`config.mk`:
```
export PLATFORM = sky130hd
export DESIGN_NAME = imem_loader
export DESIGN_NICKNAME = d
export VERILOG_FILES = /design/src/rtl/imem_loader_pkg.sv /design/src/rtl/imem_loader_byte_packer.sv /design/src/rtl/imem_loader.sv
export SDC_FILE = /design/constraint.sdc
export NUM_CORES = 1
export LEC_CHECK = 0
export CAP_MARGIN = 20
export CORE_MARGIN = 2
export CORE_UTILIZATION = 48
export DETAILED_ROUTE_END_ITERATION = 8
export PLACE_DENSITY = 0.77
export SLEW_MARGIN = 40
export SYNTH_ARGS = -nofsm -noshare
export SYNTH_HDL_FRONTEND = slang
export SYNTH_SLANG_ARGS = --single-unit
export TNS_END_PERCENT = 10
```
`constraint.sdc`:
```
create_clock -name clk -period 2.1 [get_ports clk]
set_input_delay 0.42 -clock clk [delete_from_list [all_inputs] [get_ports clk]]
set_output_delay 0.42 -clock clk [all_outputs]
set_load 0.05 [all_outputs]
```
`src/rtl/imem_loader_pkg.sv`:
```
// Shared definitions for the boot-time instruction memory loader:
// FSM encoding, default geometry and the base address of the image.
package imem_loader_pkg;

    localparam int          DEPTH_DEFAULT = 1024;
    localparam int          CNT_W_DEFAULT = 11;
    localparam logic [31:0] BOOT_BASE     = 32'h0000_0000;

    typedef enum logic [2:0] {
        IDLE  = 3'd0,
        LOAD  = 3'd1,
        CHECK = 3'd2,
        DONE  = 3'd3,
        ERR   = 3'd4
    } state_t;

    // Byte address of a word index; the result is always word-aligned.
    function automatic logic [31:0] word_addr(input logic [31:0] idx);
        return BOOT_BASE + {idx[29:0], 2'b00};
    endfunction

endpackage

```
`src/rtl/imem_loader_byte_packer.sv`:
```
// Assembles a byte stream little-endian into 32-bit words. word/word_valid
// are combinational so the consumer can register the word on the same edge
// that accepts its last byte.
module imem_loader_byte_packer (
    input  logic        clk,
    input  logic        rst,
    input  logic        clr,
    input  logic        take,
    input  logic [7:0]  data,
    output logic [31:0] word,
    output logic        word_valid
);

    logic [1:0]  cnt;
    logic [23:0] low;

    always_ff @(posedge clk) begin
        if (rst || clr) begin
            cnt <= 2'd0;
            low <= 24'd0;
        end else if (take) begin
            cnt <= cnt + 2'd1;
            case (cnt)
                2'd0:    low[7:0]   <= data;
                2'd1:    low[15:8]  <= data;
                2'd2:    low[23:16] <= data;
                default: low        <= low;
            endcase
        end
    end

    // The fourth byte is never stored; it is spliced in directly.
    assign word       = {data, low};
    assign word_valid = take && (cnt == 2'd3);

endmodule

```
`src/rtl/imem_loader.sv`:
```
// Boot loader: streams a payload into instruction memory one word per write,
// then verifies an XOR checksum before releasing the core from reset.
//
// Handshake: a byte transfers on a rising edge where byte_valid and
// byte_ready are both 1; byte_ready depends only on state (LOAD or CHECK),
// and byte_valid may drop at any time without losing partial-word progress.
module imem_loader
    import imem_loader_pkg::*;
#(
    parameter int DEPTH = DEPTH_DEFAULT,
    parameter int CNT_W = CNT_W_DEFAULT
) (
    input  logic             clk,
    input  logic             rst,
    input  logic             start,
    input  logic [CNT_W-1:0] len_words,
    input  logic             byte_valid,
    input  logic [7:0]       byte_data,
    output logic             byte_ready,
    output logic             mem_we,
    output logic [31:0]      mem_addr,
    output logic [31:0]      mem_wd,
    output logic             core_hold,
    output logic             busy,
    output logic             done,
    output logic             err,
    output logic [2:0]       dbg_state
);

    localparam logic [CNT_W-1:0] DEPTH_W = CNT_W'(DEPTH);

    state_t           state;
    state_t           state_n;
    logic [CNT_W-1:0] len_r;
    logic [CNT_W-1:0] word_idx;
    logic [31:0]      acc;
    logic             start_ok;
    logic             take;
    logic [31:0]      word;
    logic             word_valid;

    imem_loader_byte_packer u_packer (
        .clk        (clk),
        .rst        (rst),
        .clr        (start_ok),
        .take       (take),
        .data       (byte_data),
        .word       (word),
        .word_valid (word_valid)
    );

    assign start_ok = start && ((state == IDLE) || (state == DONE) || (state == ERR));
    assign take     = byte_valid && byte_ready;

    always_comb begin
        state_n    = state;
        byte_ready = 1'b0;
        busy       = 1'b0;
        done       = 1'b0;
        err        = 1'b0;
        core_hold  = 1'b1;
        case (state)
            LOAD: begin
                byte_ready = 1'b1;
                busy       = 1'b1;
                if (word_valid && ((word_idx + CNT_W'(1)) == len_r))
                    state_n = CHECK;
            end
            CHECK: begin
                byte_ready = 1'b1;
                busy       = 1'b1;
                if (word_valid)
                    state_n = (word == acc) ? DONE : ERR;
            end
            default: begin
                // IDLE, DONE and ERR share the same entry rules.
                if (state == DONE) begin
                    done      = 1'b1;
                    core_hold = 1'b0;
                end
                if (state == ERR)
                    err = 1'b1;
                if (start_ok) begin
                    if (len_words > DEPTH_W)
                        state_n = ERR;
                    else if (len_words == '0)
                        state_n = CHECK;
                    else
                        state_n = LOAD;
                end
            end
        endcase
    end

    always_ff @(posedge clk) begin
        if (rst) begin
            state    <= IDLE;
            len_r    <= '0;
            word_idx <= '0;
            acc      <= 32'd0;
            mem_we   <= 1'b0;
            mem_addr <= 32'd0;
            mem_wd   <= 32'd0;
        end else begin
            state  <= state_n;
            mem_we <= 1'b0;
            if (start_ok) begin
                len_r    <= len_words;
                word_idx <= '0;
                acc      <= 32'd0;
            end else if ((state == LOAD) && word_valid) begin
                mem_we   <= 1'b1;
                mem_addr <= word_addr(32'(word_idx));
                mem_wd   <= word;
                word_idx <= word_idx + CNT_W'(1);
                acc      <= acc ^ word;
            end
        end
    end

    assign dbg_state = state;

endmodule

```
After elaboration in Yosys (flattened, before gate mapping)
Cells that the tools add are included.
{"block": "word_totals", "word_cells": 61, "reg_bits": 127, "output_inout_bits": 73}
{"block": "classes", "reduce_logical": 19, "order_cmp": 1, "bitwise_logic": 2, "eq_ne": 11, "n_addsub": 2, "n_mux": 15}
{"op": "== test 32 bit", "count": 1}
{"op": "bitwise XOR 32 bit", "count": 1}
{"op": "two-way mux 3 bit", "count": 5}
{"op": "adder 11 x 1 -> 11 bit, second input constant", "count": 1}
{"op": "== test 11 bit", "count": 1}
{"op": "> comparator 11 bit, second input constant", "count": 1}
{"op": "logical NOT 11 bit", "count": 1}
{"op": "two-way mux 1 bit", "count": 8}
{"op": "AND reduction 2 bit", "count": 4}
{"op": "== test 3 x 2 -> 1 bit, second input constant", "count": 2}
{"op": "one-hot mux 3 bit (2 select lines)", "count": 1}
{"op": "logical AND 1 bit", "count": 5}
{"op": "== test 2 bit, second input constant", "count": 2}
{"op": "!= test 2 bit, second input constant", "count": 2}
{"op": "OR reduction 2 bit", "count": 2}
{"op": "== test 3 x 1 -> 1 bit, second input constant", "count": 1}
{"op": "== test 3 bit, second input constant", "count": 1}
{"op": "logical NOT 3 bit", "count": 1}
{"op": "logical OR 1 bit", "count": 3}
{"op": "AND reduction 3 bit", "count": 1}
{"op": "nonzero test 3 bit", "count": 1}
{"op": "adder 2 x 1 -> 2 bit, second input constant", "count": 1}
{"op": "== test 2 x 1 -> 1 bit, second input constant", "count": 1}
{"op": "logical NOT 2 bit", "count": 1}
{"op": "other kinds (2)", "count": 2}

Logic depth before layout (Yosys ltp)
{"block": "depth", "word_depth": 8, "ltp_mapped": 8}

Hierarchy
Synthesis repeated with hierarchy kept, for this count alone.
{"block": "hier_totals", "hier_cells": 680, "hier_area_um2": 5911.9}
{"mod": "imem_loader", "seq_area_each_um2": 2021.9, "n_inst": 1, "area_per_inst_um2": 4521.8, "cells_per_inst": 547}
{"mod": "imem_loader_byte_packer", "seq_area_each_um2": 520.5, "n_inst": 1, "area_per_inst_um2": 1390.1, "cells_per_inst": 133}

Worst setup path after synthesis
Ideal clock, no wire load.
{"block": "synth_path", "path_kind": "reg2reg", "start": "register state[0], in the netlist dbg_state[0]", "end": "register acc[0]", "setup_ps": 128, "path_slack_ps": -819, "required_ps": 1972, "path_stages_with_launch": 9, "n_path_buf": 3, "synth_period_minus_slack_ps": 2919, "arrival_time_ps": 2792, "cell_sequence": "dfxtp_1 -> buf_2 -> nand3b_1 -> inv_1 -> o21ai_1 -> nand2_1 -> clkbuf_1 -> buf_1 -> nor2_1"}
{"block": "synth_via", "elab_chain_len": 6}
{"element": "from (decl)", "line": "imem_loader.sv:32", "source": "state_t state;"}
{"element": "from (signal assigned)", "line": "imem_loader.sv:105", "source": "state <= state_n;"}
{"element": "== test 3 x 1 -> 1 bit or == test 3 x 2 -> 1 bit (tied branches)", "line": "imem_loader.sv:62, imem_loader.sv:111"}
{"element": "OR reduction 2 bit (no line)"}
{"element": "two-way mux 1 bit", "line": "imem_loader.sv:62", "source": "case (state)"}
{"element": "logical AND 1 bit", "line": "imem_loader.sv:53", "source": "assign take = byte_valid && byte_ready;"}
{"element": "logical AND 1 bit", "line": "imem_loader_byte_packer.sv:34", "source": "assign word_valid = take && (cnt == 2'd3);"}
{"element": "logical AND 1 bit", "line": "imem_loader.sv:111", "source": "end else if ((state == LOAD) && word_valid) begin"}
{"element": "to (signal assigned)", "line": "imem_loader.sv:116", "source": "acc <= acc ^ word;"}
{"element": "to (decl)", "line": "imem_loader.sv:36", "source": "logic [31:0] acc;"}
Parallel ways exist; a longest one is shown, timed or not.
A chain may end at the register's enable or synchronous reset.

Worst setup path after layout
{"block": "layout_path", "start": "register word_idx[1]", "end": "register state[0], in the netlist dbg_state[0]"}
{"block": "layout_via", "elab_chain_len": 5}
{"element": "from (decl)", "line": "imem_loader.sv:35", "source": "logic [CNT_W-1:0] word_idx;"}
{"element": "from (signal assigned)", "line": "imem_loader.sv:115", "source": "word_idx <= word_idx + CNT_W'(1);"}
{"element": "adder 11 x 1 -> 11 bit", "line": "imem_loader.sv:66", "source": "if (word_valid && ((word_idx + CNT_W'(1)) == len_r))"}
{"element": "== test 11 bit", "line": "imem_loader.sv:66"}
{"element": "logical AND 1 bit", "line": "imem_loader.sv:66"}
{"element": "!= test 2 bit (no line)"}
{"element": "AND reduction 3 bit (no line)"}
No other way between the ends.

==> results.md <==
- Run status: finished, violations left
- Failing checks: negative setup slack
- Critical path type: register to register
- DR iter-0 viols: 235
- Global placement routability congestion: 0.8723
- Hold depth: 2
- Sw frac: about a quarter
- CTS Buf Count: 17
- Layout cell share with drive strength beyond 1: 14.15%
- Fmax: 458.5 MHz
- Peak supply drop: about 0.6 mV
- Leakage: 2.836 nW
- Die Y: 111.1 microns
- DR WL/cell: around 15 microns
- # clock sinks: 127
- Detail Placement HPWL: approximately 9200 microns
- Final period util: 103.9%
- Share of the synthesized area in the top cell type: ~46%
- GRT Overall Usage: 22.34%
- Unique masters post-synth: 45
- Vias in the first global route: 4600
- Post-synth top area cell: dfxtp_1
- First-pass GRT wire length: 22220 microns
- Worst min-delay path category: input port to register
- N_diodes: 0
- Setup violations, final: 2
- Final min period: approximately 2.2 ns
- Internal: 4.480 mW
- Sum of negative setup slack: -0.1118 ns
- DR vias/cell: 5.198
- Vias: between 4000 and 5000
- Wire length after detailed routing: 13500 microns
- Crit path DAT: around 2.5 ns
- Post-Syn Instances: 651
- Drt drc: 0
- Die area: 12330 sq um
- Initial Utilization: 48.60%
- Top-count cell post-synth: dfxtp_1
- Aggregate global routing overflow: 0
- Max-cap violations: 0
- Clk_lat worst skew: 0.41 ns
- Maximum fanout along the worst path: 4
- Hold Crit Endpoint: mem_wd[18]
- TritonCTS clock tree: done
- H-tree levels: 4
- RSZ-0062 raised after global routing: yes
- FF+latch count, synth: ~130
- Post-Syn Area: 5502 sq um
- Final-report hold violation count: 0
- Synth Flop Type: dfxtp_1
- Avg Inst Size Synth: 8.451 sq um
- Die X: 111.1 microns
- Yosys Warn Count: 0
- Largest net degree at the start of global routing: slightly below 60
- DRT Pass-1 Iters: 4
- Reg2Reg Launch Point: word_idx[1]
- CTS Buffer Depth: 2
- Area Growth Syn to Fin: 31.64%
- Worst-path clk slew: 0.06 ns
- Final Max Tran Viols: 0
- Core ar.: 11320 sq um
- Slew headroom: 64.26%
- Synth top area cells: dfxtp_1 (46%), xor2_1 (11%), nand2_1 (8.5%)
- PortBufs: 74
- Worst reg2reg setup slack: -0.08 ns
- EDFF count, synth: 0
- CTS Root Cell: clkbuf_16
- Reg2reg path depth: 7
- CP Capture Type: register
- Combinational power share: 10.1%
- Row count: 39
- Pwr Total: 6.006 mW
- Clock power share: about 48%
- Hold path startpoint: rst
- Pwr Density: 829.4 nW/um^2
- Nets: 778
- Ports: 96
- Synth cell count leaders: dfxtp_1 (127), nand2_1 (125), a21oi_1 (71), xor2_1 (71), nor2_1 (67)
- Initial antenna violation count: 0
- Clock Skew: 0.007913 ns
- Final worst-path setup slack: -0.08121 ns
- Slew @ Worst Pin: around 0.53 ns
- Reg power frac: 41.5%
- # fillers: 926
- Final ANT Viol Nets: 0
- Asr flop ratio synth: 0%
- Req. time, crit path: 2.40 ns
- Psw: approximately 1.5 mW
- Worst R2R End: dbg_state[0]
- Register area share after synthesis: 46.21%
- Worst setup SP type: register
flip-flops by register name, indices dropped and copies added, names as in the netlist:
| name | flops |
|---|---|
| mem_we | 1 |
| dbg_state | 3 |
| mem_addr | 11 |
| mem_wd | 32 |
| len_r | 11 |
| u_packer.low | 24 |
| u_packer.cnt | 2 |
| acc | 32 |
| word_idx | 11 |
critical path: stages, from the launching register on:
cell     delay [ns]
dfxtp_2        0.35
buf_6          0.11
nand4_1        0.16
or2_4          0.30
mux2i_1        0.12
or4_4          0.49
o31a_1         0.29
o221a_2        0.24
power groups by stage:
stage	Clock [mW]	Sequential, mW	Combinational, mW
floorplan	0	2.55	0.437
global placement	0	2.54	0.587
detailed placement	0	2.54	0.597
CTS	2.93	2.49	0.603
global route	3.04	2.50	0.642
finish	2.91	2.49	0.608
repair_timing:
action,CTS,global route
endpoints found under the setup margin,2,2
hold buffers,0,0
pin swaps,5,5
resized for setup,11,6
buffers inserted,2,0
per-layer routing:
metal | vias up | wire length (microns) | track usage [%]
li1 | 2303 | - | -
met1 | 2239 | 5829 | 28.11
met2 | 139 | 6683 | 37.46
met3 | 28 | 693 | 5.085
met4 | 0 | 293 | 8.642
met5 | - | 0 | 0
worst max path at each step:
stage	to	depth (start not counted)	startpoint
after CTS	dbg_state[1]	7	word_idx[0]
final	dbg_state[0]	7	word_idx[1]
after global routing	dbg_state[0]	7	word_idx[0]
after global placement	dbg_state[2]	8	byte_data[7]
after detailed placement	dbg_state[2]	9	byte_data[2]
after floorplan	len_r[0]	7	dbg_state[1]
kinds of logic after synthesis:
| logic type | count (synthesis) | synth area share (%) |
|---|---|---|
| adders and majority gates | 5 | 1.137 |
| buffers and inverters | 66 | 6.209 |
| muxes | 17 | 3.138 |
| xor gates and xnor gates | 88 | 14.01 |
| AOI/OAI and AO/OA | 90 | 9.188 |
| and+or+nand+nor | 257 | 20.04 |
| DFF | 127 | 46.21 |
| other | 1 | 0.06816 |
placed cells by master (no fill, tap or decap), types with 2 or more instances in the layout:
cell type        instances
nand3_1                 27
clkinvlp_4               3
nand2_1                124
clkdlybuf4s50_1         68
nor3b_1                  3
clkinv_2                 3
nor3_1                   3
o21ai_0                  5
mux2i_1                 15
nand4_1                  3
buf_12                   4
nor4_1                  10
and3b_1                  2
dfxtp_2                  5
conb_1                  21
dfxtp_4                  4
inv_1                    6
mux2_2                   2
clkbuf_8                 2
clkbuf_16               17
o221a_2                  2
buf_4                   44
and2_1                   3
nand2b_1                 2
buf_6                    2
xor2_1                  71
dfxtp_1                118
nand3b_1                 2
a21oi_1                 71
bufinv_16                2
clkinv_4                 2
nor2_1                  66
xnor2_1                 17
ha_1                     4
layout make-up:
class                           instances  area [sq um]  share of cell area (%)
Multi-Input combinational cell        478          2760                   38.11
Sequential cell                       127          2564                   35.40
Timing Repair Buffer                  119          1119                   15.45
Clock buffer                           20         456.7                   6.306
Tap cell                              143         178.9                   2.471
Clock inverter                         12         133.9                   1.849
Inverter                                7         30.03                  0.4147
stage by stage:
| stage | util [%] | hold WS (ns) | setup WS [ns] | instance area [sq um] | cells |
|---|---|---|---|---|---|
| 2_1_floorplan | - | 0.4588 | -0.2110 | 5647 | 671 |
| 3_3_place_gp | 58.10 | 0.4437 | -0.2665 | 6578 | 872 |
| 3_5_place_dp | 58.10 | 0.4479 | -0.2741 | 6578 | 872 |
| 4_1_cts | 63.72 | 0.4045 | -0.1258 | 7213 | 906 |
| 5_1_grt | 63.97 | 0.4140 | -0.1221 | 7242 | 906 |
| 6_report | 63.97 | 0.4158 | -0.08121 | 7242 | 906 |
No activity file was read; power rests on OpenSTA's default activity.
==> edit 1: new RTL, config.mk and constraints unchanged <==
Change the package constant `CNT_W_DEFAULT` from 11 to 12.
--- a/src/rtl/imem_loader_pkg.sv
+++ b/src/rtl/imem_loader_pkg.sv
@@ -3,7 +3,7 @@
 package imem_loader_pkg;
 
     localparam int          DEPTH_DEFAULT = 1024;
-    localparam int          CNT_W_DEFAULT = 11;
+    localparam int          CNT_W_DEFAULT = 12;
     localparam logic [31:0] BOOT_BASE     = 32'h0000_0000;
 
     typedef enum logic [2:0] {
Interface: changed (resized len_words); port bits go from 96 to 97. The function was not compared with the original's and may differ.
==> edit 1 against the unedited design <==
- design area increased by 3.9%
- area after synthesis is 4.6% higher
- sequential cell count increased by 3
- largest power group unchanged
- clock power rose by 8.6%
- count of clock-buffer cells in the layout stayed put
- worst setup slack better by 110 ps
- total power up 6.9%
- sequential power grew 3%
- utilization is 1.1 points higher
- cell count up 3.4%
- critical endpoint is now dbg_state[0]
- global-route usage grew 1.3 points
- wire length rose by 12%
- clock skew barely moved
==> edit 1: results (changes against the unedited design) <==
Run status
  • Run status: finished clean

Critical path
  • Worst R2R End: dbg_state[2]
  • Arrival time worst endpoint: 1650 ps (-830 ps)
  • Crit path max-delay family: buffers and inverters
  • Reg2Reg Depth: 7 (unchanged)
  • FF-to-FF setup slack: 30 ps (+110 ps)
  • Reg-to-reg startpoint: word_idx[0]
  • Critical Path Slowest Stage Cell: clkdlybuf4s50_1
  • Max FO, Critical Path: 7 (+3)
  • Maximum cell stage delay along the critical path: 830 ps (+340 ps)

Clock tree
  • Clk_lat worst skew: 410 ps (about the same)
  • Post-CTS Setup Bufs: 0 (-2)
  • Clock buffer depth: 2 (unchanged)
  • H-tree depth: 4 (unchanged)
  • Clock transition at path regs: 60 ps (about the same)
  • TritonCTS buffer count: 17 (unchanged)
  • CTS Root Buffer Type: clkbuf_16

Cells and area
  • Fillers: 896 (-3.2%)
  • Final #Nets: 811 (+4.2%)
  • Layout cell share with drive strength beyond 1: 0.1373 (-0.004267)
  • Biggest regs: acc (32), mem_wd (32), u_packer.low (24)
  • N_diodes: 0 (unchanged)

Detailed routing
  • Vias per cell: 5.408 (+4.0%)
  • Detailed Routing Iterations Pass 1: 5 (+1)
  • Vias: 5067 (+7.6%)
  • Routed wire length: 15090 um (+12%)
  • DR iter-0 viols: 463 (+97%)

Logic synthesis
  • Adder-cell share of the synthesized area: 0.01087 (-0.0004995)
  • Synth unique cells: 50 (+11%)
  • Mux cell area share after synthesis: 0.02609 (-0.005292)
  • Post-synthesis compound-gate area fraction: 0.09546 (+0.003575)
  • Sequential area share after synthesis: 0.4523 (-0.009861)
  • Synth cell count leaders: dfxtp_1 (130), nand2_1 (126), nor2_1 (72)
  • Yosys warning total: 0 (unchanged)
  • XOR/XNOR Fraction of Synth Area: 0.1339 (-0.006153)
  • Avg Inst Size Synth: 8.400 um^2 (-0.60%)
  • Fraction of registers with async set/reset: 0 (unchanged)
  • Synth top area cells: dfxtp_1 (45%), nand2_1 (8.2%), xnor2_1 (7.8%), a21oi_1 (6.1%), xor2_1 (5.6%)

STA
  • WHS: 453.2 ps (+37.40 ps)
  • Worst-margin pin slew: 567.2 ps (+38.06 ps)
  • Skew final: 7.795 ps (-0.1176 ps)

Power
  • Leak: 2.677 nW (-5.6%)
  • Max VDD drop: 0.0004098 V (-33%)

Global routing
  • First-pass GRT wire length: 24370 um (+9.7%)
  • Largest net degree at the start of global routing: 71 (+20%)
  • GRT Total Usage: 0.2366 (+0.01321)
  • Initial antenna violation count: 0 (unchanged)

Placement
  • Detailed Place HPWL: 10460 um (+13%)
  • I/O Buffers: 76 (+2.7%)
  • DP Cell Count: 906 (+3.9%)
  • Final Wtd Congestion: 0.8676 (-0.54%)

Min path
  • Hold Crit Class: reg -> reg
  • WHS Path Cells: 2 (unchanged)
  • Hold EP: mem_wd[6]
  • HP Start: mem_wd[6]
edit 1: how the worst max path moves through the flow:
stage / start / to / slack, ps / depth (start not counted)
after floorplan: dbg_state[1] / u_packer.low[0] / -10 / 8
after global placement: byte_data[6] / dbg_state[0] / -230 / 8
after detailed placement: byte_data[3] / dbg_state[0] / -280 / 8
after CTS: dbg_state[0] / dbg_state[0] / 30 / 1
after global routing: word_idx[0] / dbg_state[2] / -20 / 7
final: dbg_state[0] / dbg_state[0] / 30 / 1
edit 1: where the power goes:
group          internal, mW  switching (mW)
Sequential             2.51          0.0509
Clock                  2.06            1.11
Combinational         0.258           0.440
edit 1: stage by stage:
stage / setup slack (ps) / utilization / area (um^2)
4_1_cts: 26.50 / 0.6462 / 7473
3_3_place_gp: -234.7 / 0.5910 / 6835
2_1_floorplan: -11.93 / - / 5847
5_1_grt: -20.21 / 0.6503 / 7521
6_report: 29.23 / 0.6503 / 7521
3_5_place_dp: -283.0 / 0.5910 / 6835
edit 1: per-layer routing:
| layer | share of wire | vias up | wire (um) | global-route usage |
|---|---|---|---|---|
| met5 | 0 | - | 0 | 0 |
| met4 | 0.028 | 0 | 422 | 0.1041 |
| met3 | 0.062 | 39 | 935 | 0.04410 |
| met2 | 0.49 | 213 | 7344 | 0.3944 |
| met1 | 0.42 | 2398 | 6391 | 0.3006 |
| li1 | - | 2417 | - | - |
edit 1: area by class of cell:
type	instances	area, um^2	share of cell area
multi-input cells	502	2879	0.3828
flip-flops and latches	130	2621	0.3485
repair buffers	122	1170	0.1555
clock buffers	20	456.7	0.06072
well taps	143	178.9	0.02379
clock inverters	11	177.7	0.02362
inverters	9	37.54	0.004991
edit 1: timing repair:
item	4_1_cts	5_1_grt
hold buffers	0	0
pin swaps	0	3
endpoints found under the setup margin	4	3
resized for setup	4	15
==> edit 2: new RTL, same flow settings <==
Made on the original files. Register the output `dbg_state` once more, without a reset; this adds one clock of latency there. The other outputs are not delayed to match.
--- a/src/rtl/imem_loader.sv
+++ b/src/rtl/imem_loader.sv
@@ -118,7 +118,9 @@
         end
     end
 
-    assign dbg_state = state;
+    always_ff @(posedge clk) begin
+        dbg_state <= state;
+    end
 
 endmodule
 
Check against the original RTL: not equivalent (a bounded check fails within 4 cycles, from zero or initial values and one cycle with rst high).
==> edit 2 against the unedited design <==
- the run still ends with negative setup slack left
- design area rose by 3.6%
- worst setup slack improved by 60 ps
- area after synthesis up 3.3%
- total power rose by 8.0%
- wire length up 6.9%
- sequential cell count up 3
- combinational power is 8.7% higher
- maximum frequency rose by 2.8%
- critical path type unchanged
==> edit 2: results (changes against the unedited design) <==
Run status
  • Run status: finished, violations left
  • Failing checks: negative setup slack

STA
  • Setup TNS: -21.43 ps (+90.39 ps)
  • Final setup viols: 1 (-1)
  • Skew final: 5.969 ps (-1.944 ps)
  • Setup ws final: -21.43 ps (+59.78 ps)
  • Relative slew slack: 0.6392 (-0.003467)

Global routing
  • Largest net degree at the start of global routing: 41 (-31%)
  • Vias in the first global route: 4985 (+8.4%)
  • First-pass GRT wire length: 24010 um (+8.0%)

Detailed routing
  • Routed wire length: 14430 um (+6.9%)
  • Vias: 4881 (+3.7%)
  • Vias per cell: 5.237 (+0.76%)

Placement
  • DP Worst Slack: -288.7 ps (-14.57 ps)
  • DP Cell Count: 900 (+3.2%)
  • Area post-placement: 6828 um^2 (+3.8%)
  • Final Wtd Congestion: 0.9167 (+5.1%)

Clock tree
  • Clk_lat worst skew: 430 ps (+20 ps)
  • Post-CTS Setup Bufs: 0 (-2)

Cells and area
  • Final #Nets: 804 (+3.3%)
  • Layout cell share with drive strength beyond 1: 0.1445 (+0.002940)

Logic synthesis
  • Synth Instances: 670 (+2.9%)
  • Sequential area share after synthesis: 0.4579 (-0.004185)

Min path
  • Hold EP: mem_wd[0]

Critical path
  • Max FO, Critical Path: 6 (+2)

Power
  • Leak: 2.929 nW (+3.3%)
==> edit 2: cell count changes after synthesis, sizes merged, moves of 4 or more <==
cell	change
clkbuf	+4
nand3	+4
nor3	+4
xnor2	+6
xor2	-4
==> edit 2: cell families (layout without fill, tap and decap cells) <==
group / after synthesis / after routing / share of synthesized area
DFF: 130 / 130 / 0.4579
and+or+nand+nor: 269 / 269 / 0.2056
AOI/OAI and AO/OA: 92 / 92 / 0.09093
muxes: 12 / 12 / 0.02114
adders and majority gates: 5 / 5 / 0.01101
xor gates and xnor gates: 90 / 90 / 0.1387
buffers and inverters: 71 / 170 / 0.07398
other: 1 / 21 / 0.0006599
==> edit 2: worst max-delay path by stage <==
stage	startpoint	to	slack (ps)	cells after the start
2_1_floorplan	word_idx[0]	state[0]	0.8	8
3_3_place_gp	byte_valid	state[0]	-230	7
3_5_place_dp	len_words[6]	state[1]	-290	7
4_1_cts	word_idx[0]	state[0]	10	7
5_1_grt	word_idx[0]	state[0]	-90	7
6_report	word_idx[0]	state[0]	-20	7
==> edit 2: stage by stage <==
step,util,hold slack (ps),power [mW]
global placement,0.5954,443.0,3.235
floorplan,-,330.0,3.027
detailed placement,0.5954,445.7,3.247
global route,0.6543,434.9,6.660
CTS,0.6530,409.2,6.513
finish,0.6543,421.5,6.484
==> edit 2: repair_timing <==
action	4_1_cts	5_1_grt
pin swaps	3	3
endpoints found under the hold margin	0	0
endpoints found under the setup margin	1	2
gates resized for setup	1	4
==> edit 2: worst max-delay path: stages (launching register included) <==
cell and delay (ps):
dfxtp_4 350, ha_4 160, and3_4 200, or4_4 420, o22ai_2 160, o211ai_1 130
o31a_1 340, o31a_1 240
==> edit 2: area by class of cell <==
class / instances / area (um^2)
well taps: 143 / 178.9
repair buffers: 133 / 1254
fillers: 902 / 3964
inverters: 5 / 22.52
flip-flops and latches: 130 / 2609
multi-input cells: 489 / 2780
clock buffers: 19 / 452.9
clock inverters: 13 / 206.4
==> edit 2: power by group through the flow <==
stage	logic [mW]	registers, mW	clock network (mW)
after floorplan	0.420	2.61	0
after global placement	0.642	2.59	0
after detailed placement	0.654	2.59	0
after CTS	0.658	2.54	3.31
after global routing	0.703	2.55	3.41
final	0.661	2.54	3.28
==> edit 2: per-layer routing <==
metal  share of wire  GRT usage  vias up
li1                -          -     2378
met1            0.42     0.2838     2326
met2            0.50     0.4084      153
met3           0.059    0.06535       24
met4           0.022    0.09024        0
met5               0          0        -
